$ cat src/rtl/viterbi_codec_if.sv
// viterbi_codec_if: bundles the encoder and decoder strobe/data signals of viterbi_codec.
// Ports: enable_i/d_in in, valid_o/d_out_enc out (encoder); dec_enable/dec_in in, d_out/dec_valid out (decoder).
// master = datapath driving the codec, slave = the codec itself. No backpressure signals exist.
interface viterbi_codec_if;
  logic       enable_i;
  logic       d_in;
  logic       valid_o;
  logic [1:0] d_out_enc;
  logic       dec_enable;
  logic [1:0] dec_in;
  logic       d_out;
  logic       dec_valid;

  modport master (
    output enable_i, d_in, dec_enable, dec_in,
    input  valid_o, d_out_enc, d_out, dec_valid
  );

  modport slave (
    input  enable_i, d_in, dec_enable, dec_in,
    output valid_o, d_out_enc, d_out, dec_valid
  );
endinterface

$ cat src/rtl/viterbi_codec.sv
// viterbi_codec: rate-1/2 K=3 convolutional encoder (g=111,101) plus hard-decision register-exchange Viterbi decoder.
// Latency: encoder 1 cycle; decoder emits bit n-TB_DEPTH+1 the cycle after accepting symbol n (n >= TB_DEPTH).
// Backpressure: none; both paths accept one item per clock whenever strobed.
// Ports: clk, rst (sync, active-high); io_cdc (viterbi_codec_if.slave) carries all strobes and data.
// Build option: VITERBI_CODEC_LOOPBACK_EN feeds the decoder from the encoder output through one extra register
// and ignores dec_enable/dec_in; ports are the same in both builds.
module viterbi_codec #(
  parameter int TB_DEPTH = 16,
  parameter int PM_W     = 8
) (
  input  logic           clk,
  input  logic           rst,
  viterbi_codec_if.slave io_cdc
);

  localparam int CNT_W = $clog2(TB_DEPTH + 1);
  localparam logic [PM_W-1:0] PM_MAX  = {PM_W{1'b1}};
  localparam logic [PM_W-1:0] PM_INIT = {1'b1, {(PM_W-1){1'b0}}};
  localparam logic [CNT_W-1:0] CNT_TOP = CNT_W'(TB_DEPTH);
  localparam logic [CNT_W-1:0] CNT_LAST = CNT_W'(TB_DEPTH - 1);

  // ---------------- encoder ----------------
  logic [1:0] r_enc_s;       // {s1, s0}, s1 = most recent past bit
  logic       r_valid_o;
  logic [1:0] r_d_out_enc;

  always_ff @(posedge clk) begin
    if (rst) begin
      r_enc_s     <= 2'b00;
      r_valid_o   <= 1'b0;
      r_d_out_enc <= 2'b00;
    end else begin
      r_valid_o <= io_cdc.enable_i;
      if (io_cdc.enable_i) begin
        r_d_out_enc <= {io_cdc.d_in ^ r_enc_s[1] ^ r_enc_s[0], io_cdc.d_in ^ r_enc_s[0]};
        r_enc_s     <= {io_cdc.d_in, r_enc_s[1]};
      end
    end
  end

  assign io_cdc.valid_o   = r_valid_o;
  assign io_cdc.d_out_enc = r_d_out_enc;

  // ---------------- decoder input select ----------------
  logic       w_dec_en;
  logic [1:0] w_dec_sym;

`ifdef VITERBI_CODEC_LOOPBACK_EN
  logic       r_lb_vld;
  logic [1:0] r_lb_sym;
  logic       w_unused_dec;

  always_ff @(posedge clk) begin
    if (rst) begin
      r_lb_vld <= 1'b0;
      r_lb_sym <= 2'b00;
    end else begin
      r_lb_vld <= r_valid_o;
      r_lb_sym <= r_d_out_enc;
    end
  end

  assign w_dec_en     = r_lb_vld;
  assign w_dec_sym    = r_lb_sym;
  assign w_unused_dec = ^{io_cdc.dec_enable, io_cdc.dec_in};
`else
  assign w_dec_en  = io_cdc.dec_enable;
  assign w_dec_sym = io_cdc.dec_in;
`endif

  // ---------------- decoder ----------------
  logic [3:0][PM_W-1:0]     r_pm;
  logic [3:0][TB_DEPTH-1:0] r_surv;
  logic [CNT_W-1:0]         r_cnt;
  logic                     r_d_out;
  logic                     r_dec_valid;

  logic [3:0][PM_W-1:0]     w_pm_new;
  logic [3:0][TB_DEPTH-1:0] w_surv_new;
  logic [PM_W-1:0]          w_min;
  logic [1:0]               w_best;

  function automatic logic [1:0] hamming(input logic [1:0] a, input logic [1:0] b);
    logic [1:0] x;
    x = a ^ b;
    return {1'b0, x[1]} + {1'b0, x[0]};
  endfunction

  // Metrics stick at PM_MAX instead of wrapping, so a saturated path can never look cheap.
  function automatic logic [PM_W-1:0] sat_add(input logic [PM_W-1:0] pm, input logic [1:0] bm);
    logic [PM_W:0] s;
    s = {1'b0, pm} + {{(PM_W-1){1'b0}}, bm};
    return s[PM_W] ? PM_MAX : s[PM_W-1:0];
  endfunction

  // ACS for next state {d, s1}: predecessors {s1,0} and {s1,1}.
  for (genvar g = 0; g < 4; g++) begin : g_acs
    localparam logic [1:0] NS   = 2'(g);
    localparam logic       D    = NS[1];
    localparam logic       S1   = NS[0];
    localparam int         P0   = 2 * g % 4;      // {S1,0}
    localparam int         P1   = 2 * g % 4 + 1;  // {S1,1}
    localparam logic [1:0] EXP0 = {D ^ S1, D};
    localparam logic [1:0] EXP1 = {~(D ^ S1), ~D};

    logic [PM_W-1:0]     w_c0;
    logic [PM_W-1:0]     w_c1;
    logic                w_sel1;
    logic [TB_DEPTH-1:0] w_surv_win;

    assign w_c0          = sat_add(r_pm[P0], hamming(w_dec_sym, EXP0));
    assign w_c1          = sat_add(r_pm[P1], hamming(w_dec_sym, EXP1));
    assign w_sel1        = (w_c1 < w_c0);  // tie keeps the s0=0 predecessor
    assign w_pm_new[g]   = w_sel1 ? w_c1 : w_c0;
    assign w_surv_win    = w_sel1 ? r_surv[P1] : r_surv[P0];
    assign w_surv_new[g] = {w_surv_win[TB_DEPTH-2:0], D};
  end

  // Strict '<' keeps the lowest index on ties.
  always_comb begin
    w_min  = w_pm_new[0];
    w_best = 2'd0;
    for (int i = 1; i < 4; i++) begin
      if (w_pm_new[i] < w_min) begin
        w_min  = w_pm_new[i];
        w_best = 2'(i);
      end
    end
  end

  always_ff @(posedge clk) begin
    if (rst) begin
      r_pm        <= {PM_INIT, PM_INIT, PM_INIT, {PM_W{1'b0}}};
      r_surv      <= '0;
      r_cnt       <= '0;
      r_d_out     <= 1'b0;
      r_dec_valid <= 1'b0;
    end else begin
      r_dec_valid <= 1'b0;
      if (w_dec_en) begin
        for (int i = 0; i < 4; i++) begin
          r_pm[i]   <= w_pm_new[i] - w_min;
          r_surv[i] <= w_surv_new[i];
        end
        if (r_cnt != CNT_TOP) r_cnt <= r_cnt + 1'b1;
        // Decision uses the survivors just produced, so the output lines up with this symbol.
        r_d_out     <= w_surv_new[w_best][TB_DEPTH-1];
        r_dec_valid <= (r_cnt >= CNT_LAST);
      end
    end
  end

  assign io_cdc.d_out     = r_d_out;
  assign io_cdc.dec_valid = r_dec_valid;

endmodule

$ cat src/flat_wrapper.sv
// flat-port wrapper written by rule: the top's interface ports become plain ports
module viterbi_codec_flat 
#(
  parameter int TB_DEPTH = 16,
  parameter int PM_W     = 8
)
  (clk, rst, io_cdc_enable_i, io_cdc_d_in, io_cdc_dec_enable, io_cdc_dec_in, io_cdc_valid_o, io_cdc_d_out_enc, io_cdc_d_out, io_cdc_dec_valid);
  viterbi_codec_if io_cdc_i ();
  input  logic clk;
  input  logic rst;
  input wire logic [$bits(io_cdc_i.enable_i)-1:0] io_cdc_enable_i;
  input wire logic [$bits(io_cdc_i.d_in)-1:0] io_cdc_d_in;
  input wire logic [$bits(io_cdc_i.dec_enable)-1:0] io_cdc_dec_enable;
  input wire logic [$bits(io_cdc_i.dec_in)-1:0] io_cdc_dec_in;
  output wire logic [$bits(io_cdc_i.valid_o)-1:0] io_cdc_valid_o;
  output wire logic [$bits(io_cdc_i.d_out_enc)-1:0] io_cdc_d_out_enc;
  output wire logic [$bits(io_cdc_i.d_out)-1:0] io_cdc_d_out;
  output wire logic [$bits(io_cdc_i.dec_valid)-1:0] io_cdc_dec_valid;
  assign io_cdc_i.enable_i = io_cdc_enable_i;
  assign io_cdc_i.d_in = io_cdc_d_in;
  assign io_cdc_i.dec_enable = io_cdc_dec_enable;
  assign io_cdc_i.dec_in = io_cdc_dec_in;
  assign io_cdc_valid_o = io_cdc_i.valid_o;
  assign io_cdc_d_out_enc = io_cdc_i.d_out_enc;
  assign io_cdc_d_out = io_cdc_i.d_out;
  assign io_cdc_dec_valid = io_cdc_i.dec_valid;
  viterbi_codec #(.TB_DEPTH(TB_DEPTH), .PM_W(PM_W)) u_core (.clk(clk), .rst(rst), .io_cdc(io_cdc_i));
endmodule
$ cat config.mk
export PLATFORM = sky130hd
export DESIGN_NAME = viterbi_codec_flat
export DESIGN_NICKNAME = d
export VERILOG_FILES = /design/src/rtl/viterbi_codec_if.sv /design/src/rtl/viterbi_codec.sv /design/src/flat_wrapper.sv
export SDC_FILE = /design/constraint.sdc
export NUM_CORES = 1
export LEC_CHECK = 0
export ABC_AREA = 1
export BUFFER_PORTS_ARGS = -buffer_cell sky130_fd_sc_hd__buf_4
export CAP_MARGIN = 20
export CORE_UTILIZATION = 64
export CTS_BUF_LIST = sky130_fd_sc_hd__clkbuf_8 sky130_fd_sc_hd__clkbuf_16
export DETAILED_ROUTE_END_ITERATION = 16
export GPL_TIMING_DRIVEN = 0
export PLACE_DENSITY = 0.84
export SLEW_MARGIN = 20
export SYNTH_ARGS = -nofsm -noshare
export SYNTH_HDL_FRONTEND = slang
export SYNTH_SLANG_ARGS = --single-unit
$ cat constraint.sdc
create_clock -name clk -period 10.8 [get_ports clk]
set_input_delay 0.54 -clock clk [delete_from_list [all_inputs] [get_ports clk]]
set_output_delay 0.54 -clock clk [all_outputs]
set_load 0.1 [all_outputs]
==> results by group <==
Run status
  • Outcome: finished, final reports clean

Clock tree
  • CTS buffer count: 9
  • Clk_lat worst skew: approximately 0.37 ns
  • Htree depth: 3
  • # hold bufs at CTS: 0
  • # clock sinks: ~100
  • Clock-pin slew on the worst setup and hold paths: about 0.07 ns
  • Bufs on Longest Clock Path: 2
  • Clk root buf: clkbuf_16
  • CTS tree: yes

Logic synthesis
  • Syn Inst Count: 1,493
  • YS warnings: 0
  • Syn Std Cell Area: 9061 um^2
  • FFs w/ async S/R, synth: 0
  • Register area share after synthesis: 0.2187
  • Distinct cells, synth: 44
  • Yosys reg bits: between 90 and 100
  • Syn Area/Cell: 6.069 um^2
  • Post-synth EDFFs: 0
  • Top FF cell, synth: dfxtp_1
  • Syn Nets: roughly 1,600

STA
  • Post-layout min period: between 10 and 15 ns
  • Max Freq: between 90 and 100 MHz
  • Final setup vio count: 0
  • Worst slew margin: 0.3542
  • Clock Skews: 0.01783 ns
  • Fin. max-slew vios: 0
  • Least-Margin Pin Slew: approximately 0.96 ns
  • Period utilisation layout: 0.9414
  • Hold Vio Cnt, Final: 0

Placed design
  • Port Buffers: 9
  • Placer congestion estimate: between 1 and 1.5
  • Placed cells: 1,682
  • DP HPWL: about 21 mm

Cells and area
  • Antenna cells: 0
  • Synth-to-layout area growth: 7.263%
  • Post-Layout Cell Count: between 1,500 and 2,000
  • Ratio of cells with drive above 1 in the final layout: 0.06588
  • Fill cells: around 1,300
  • Nets@finish: around 1,600

Floorplanning
  • # rows: 43
  • Die X-Extent: approximately 120 um
  • I/O pin count: 12
  • Initial core utilization: 0.6553
  • Die ar.: 14,640 um^2
  • Chip height: roughly 120 um
  • Core area: approximately 14,000 um^2

Min path
  • Hold Path Class: reg -> reg

Drt
  • Via density: between 5 and 6
  • First-pass iteration count of the detailed router: 7
  • Drt wl/cell: about 16 um
  • DR iter-0 viols: 1,139
  • Total number of vias: roughly 9,900
  • Drt drc: 0
  • Routed WL: between 20 and 30 mm
  • Routed Antenna Nets: 0

Setup path
  • R2r setup slk: around 1.1 ns
  • CP Capture Point: u_core.r_pm[22]
  • Arr. time, crit path: around 10 ns
  • Crit path kind: in -> reg
  • Critical Path Source: io_cdc_dec_in[1]
  • Worst r2r src: u_core.r_pm[25]
  • CP Max Fanout: 10
  • Setup crit end kind: flop
  • Slowest library cell on the worst path: ha_1
  • Crit path top cell by count: nand2_1
  • Max incr delay on CP: between 0.4 and 0.5 ns
  • Worst setup SP type: primary input
  • Worst Path Required: between 10 and 15 ns
  • FF-to-FF path depth: 53
  • Worst reg2reg path endpoint: u_core.r_pm[22]

Global route
  • Vias in the first global route: slightly below 9,000
  • Grt ovf: 0
  • Total track usage: 0.3724
  • Largest net degree at the start of global routing: 22
  • Antenna violations before repair: 0
  • First-pass GRT wire length: 42.41 mm

Job
  • Max-cap violations: 0
layout make-up:
type / count / area, um^2 / area share
multi-input combinational: 1132 / 6115 / 0.6291
buffer: 50 / 225.2 / 0.02317
tap: 180 / 225.2 / 0.02317
inverter: 212 / 795.8 / 0.08187
clock buffer: 9 / 225.2 / 0.02317
clock inverter: 7 / 83.83 / 0.008625
timing repair buffer: 9 / 67.56 / 0.006952
sequential: 99 / 1982 / 0.2039
layout by cell type (no fill, tap or decap), types with 10 or more instances in the layout:
master    Yosys  layout
a21oi_1     170     170
buf_4         1      10
clkbuf_1     38      35
dfxtp_1      99      99
ha_1         79      79
inv_1       204     204
nand2_1     369     369
nand2_2      29      29
nand3_1     129     129
nor2_1       86      86
nor3_1       12      12
o21ai_0     138     135
xnor2_1      12      12
xor2_1       14      14
kinds of logic (layout without fill, tap and decap cells):
family,Yosys count,in the layout,share of synthesized area
compound gates,357,357,0.2085
xor+xnor,26,26,0.02513
simple gates,670,670,0.3263
buf+inv,262,287,0.1123
fa+ha+maj,79,79,0.1091
flops,99,99,0.2187
registers in the layout (all words and copies together) (netlist names):
register                 flops
u_core.r_surv               55
u_core.r_pm                 32
u_core.r_cnt                 5
u_core.io_cdc.d_out_enc      2
u_core.r_enc_s               2
u_core.io_cdc.d_out          1
u_core.io_cdc.dec_valid      1
u_core.io_cdc.valid_o        1
worst max-delay path: cells and delay by family:
family	cells	cell delay, ns
and+or+nand+nor	23	2.40
adders and majority gates	8	2.44
buffers and inverters	15	2.07
AOI/OAI and AO/OA	11	2.91
cell usage after synthesis, types with 5 or more instances:
master      n  area [um^2]
inv_1     204        765.7
xor2_1     14        122.6
buf_1       5        18.77
a31oi_1     6        37.54
o21bai_1    6        45.04
o21ai_0   138        690.7
o21ai_1     5        25.02
o21a_1      6        45.04
nand2_1   369         1385
ha_1       79        988.5
nand3_1   129        645.6
nor2_1     86        322.8
a211oi_1    9        67.56
nand2_4     9        101.4
nand4_1     9        56.30
nor2_2      9        56.30
nand3b_1    7        52.55
clkbuf_1   38        142.6
dfxtp_1    99         1982
nor3_1     12        60.06
nand2_2    29        181.4
o211ai_1    6        45.04
xnor2_1    12        105.1
a21oi_1   170        850.8
metrics by stage:
| stage | cell area (um^2) | setup TNS [ns] | setup slack [ns] | util | hold WS (ns) |
|---|---|---|---|---|---|
| 6_report | 9719 | 0 | 0.6332 | 0.7029 | 0.4567 |
| 5_1_grt | 9719 | -0.08765 | -0.05356 | 0.7029 | 0.4754 |
| 4_1_cts | 9683 | 0 | 0.06263 | 0.7003 | 0.4554 |
| 3_5_place_dp | 9354 | -34.80 | -1.422 | 0.6765 | 0.4410 |
| 3_3_place_gp | 9354 | -33.54 | -1.368 | 0.6765 | 0.4380 |
| 2_1_floorplan | 9061 | 0 | 1.302 | - | 0.4275 |
routing by layer:
| layer | vias to the layer above | wire (um) | global-route usage | share of wire |
|---|---|---|---|---|
| li1 | 4941 | - | - | - |
| met1 | 4452 | 11240 | 0.4718 | 0.42 |
| met2 | 410 | 11990 | 0.6043 | 0.45 |
| met3 | 66 | 2538 | 0.08506 | 0.095 |
| met4 | 0 | 1001 | 0.1574 | 0.037 |
| met5 | - | 0 | 0 | 0 |
how the worst min path moves through the flow:
stage / start / endpoint / slack [ns] / cells past startpoint
after floorplan: u_core.r_surv[48] / u_core.r_surv[48] / 0.43 / 2
after global placement: u_core.r_surv[48] / u_core.r_surv[48] / 0.44 / 2
after detailed placement: u_core.r_surv[48] / u_core.r_surv[48] / 0.44 / 2
after CTS: u_core.r_surv[48] / u_core.r_surv[48] / 0.46 / 2
after global routing: u_core.r_surv[48] / u_core.r_surv[48] / 0.48 / 2
final: u_core.r_surv[48] / u_core.r_surv[48] / 0.46 / 2
what timing repair did:
item	CTS	global route
gates resized for setup	4	14
cloned	0	0
setup endpoints to repair	32	32
endpoints found under the hold margin	0	0
buffers inserted	0	0
Power is left out: the tool's default activity adds up to more than one toggle a clock period on the data nets, which glitch-free logic cannot reach.
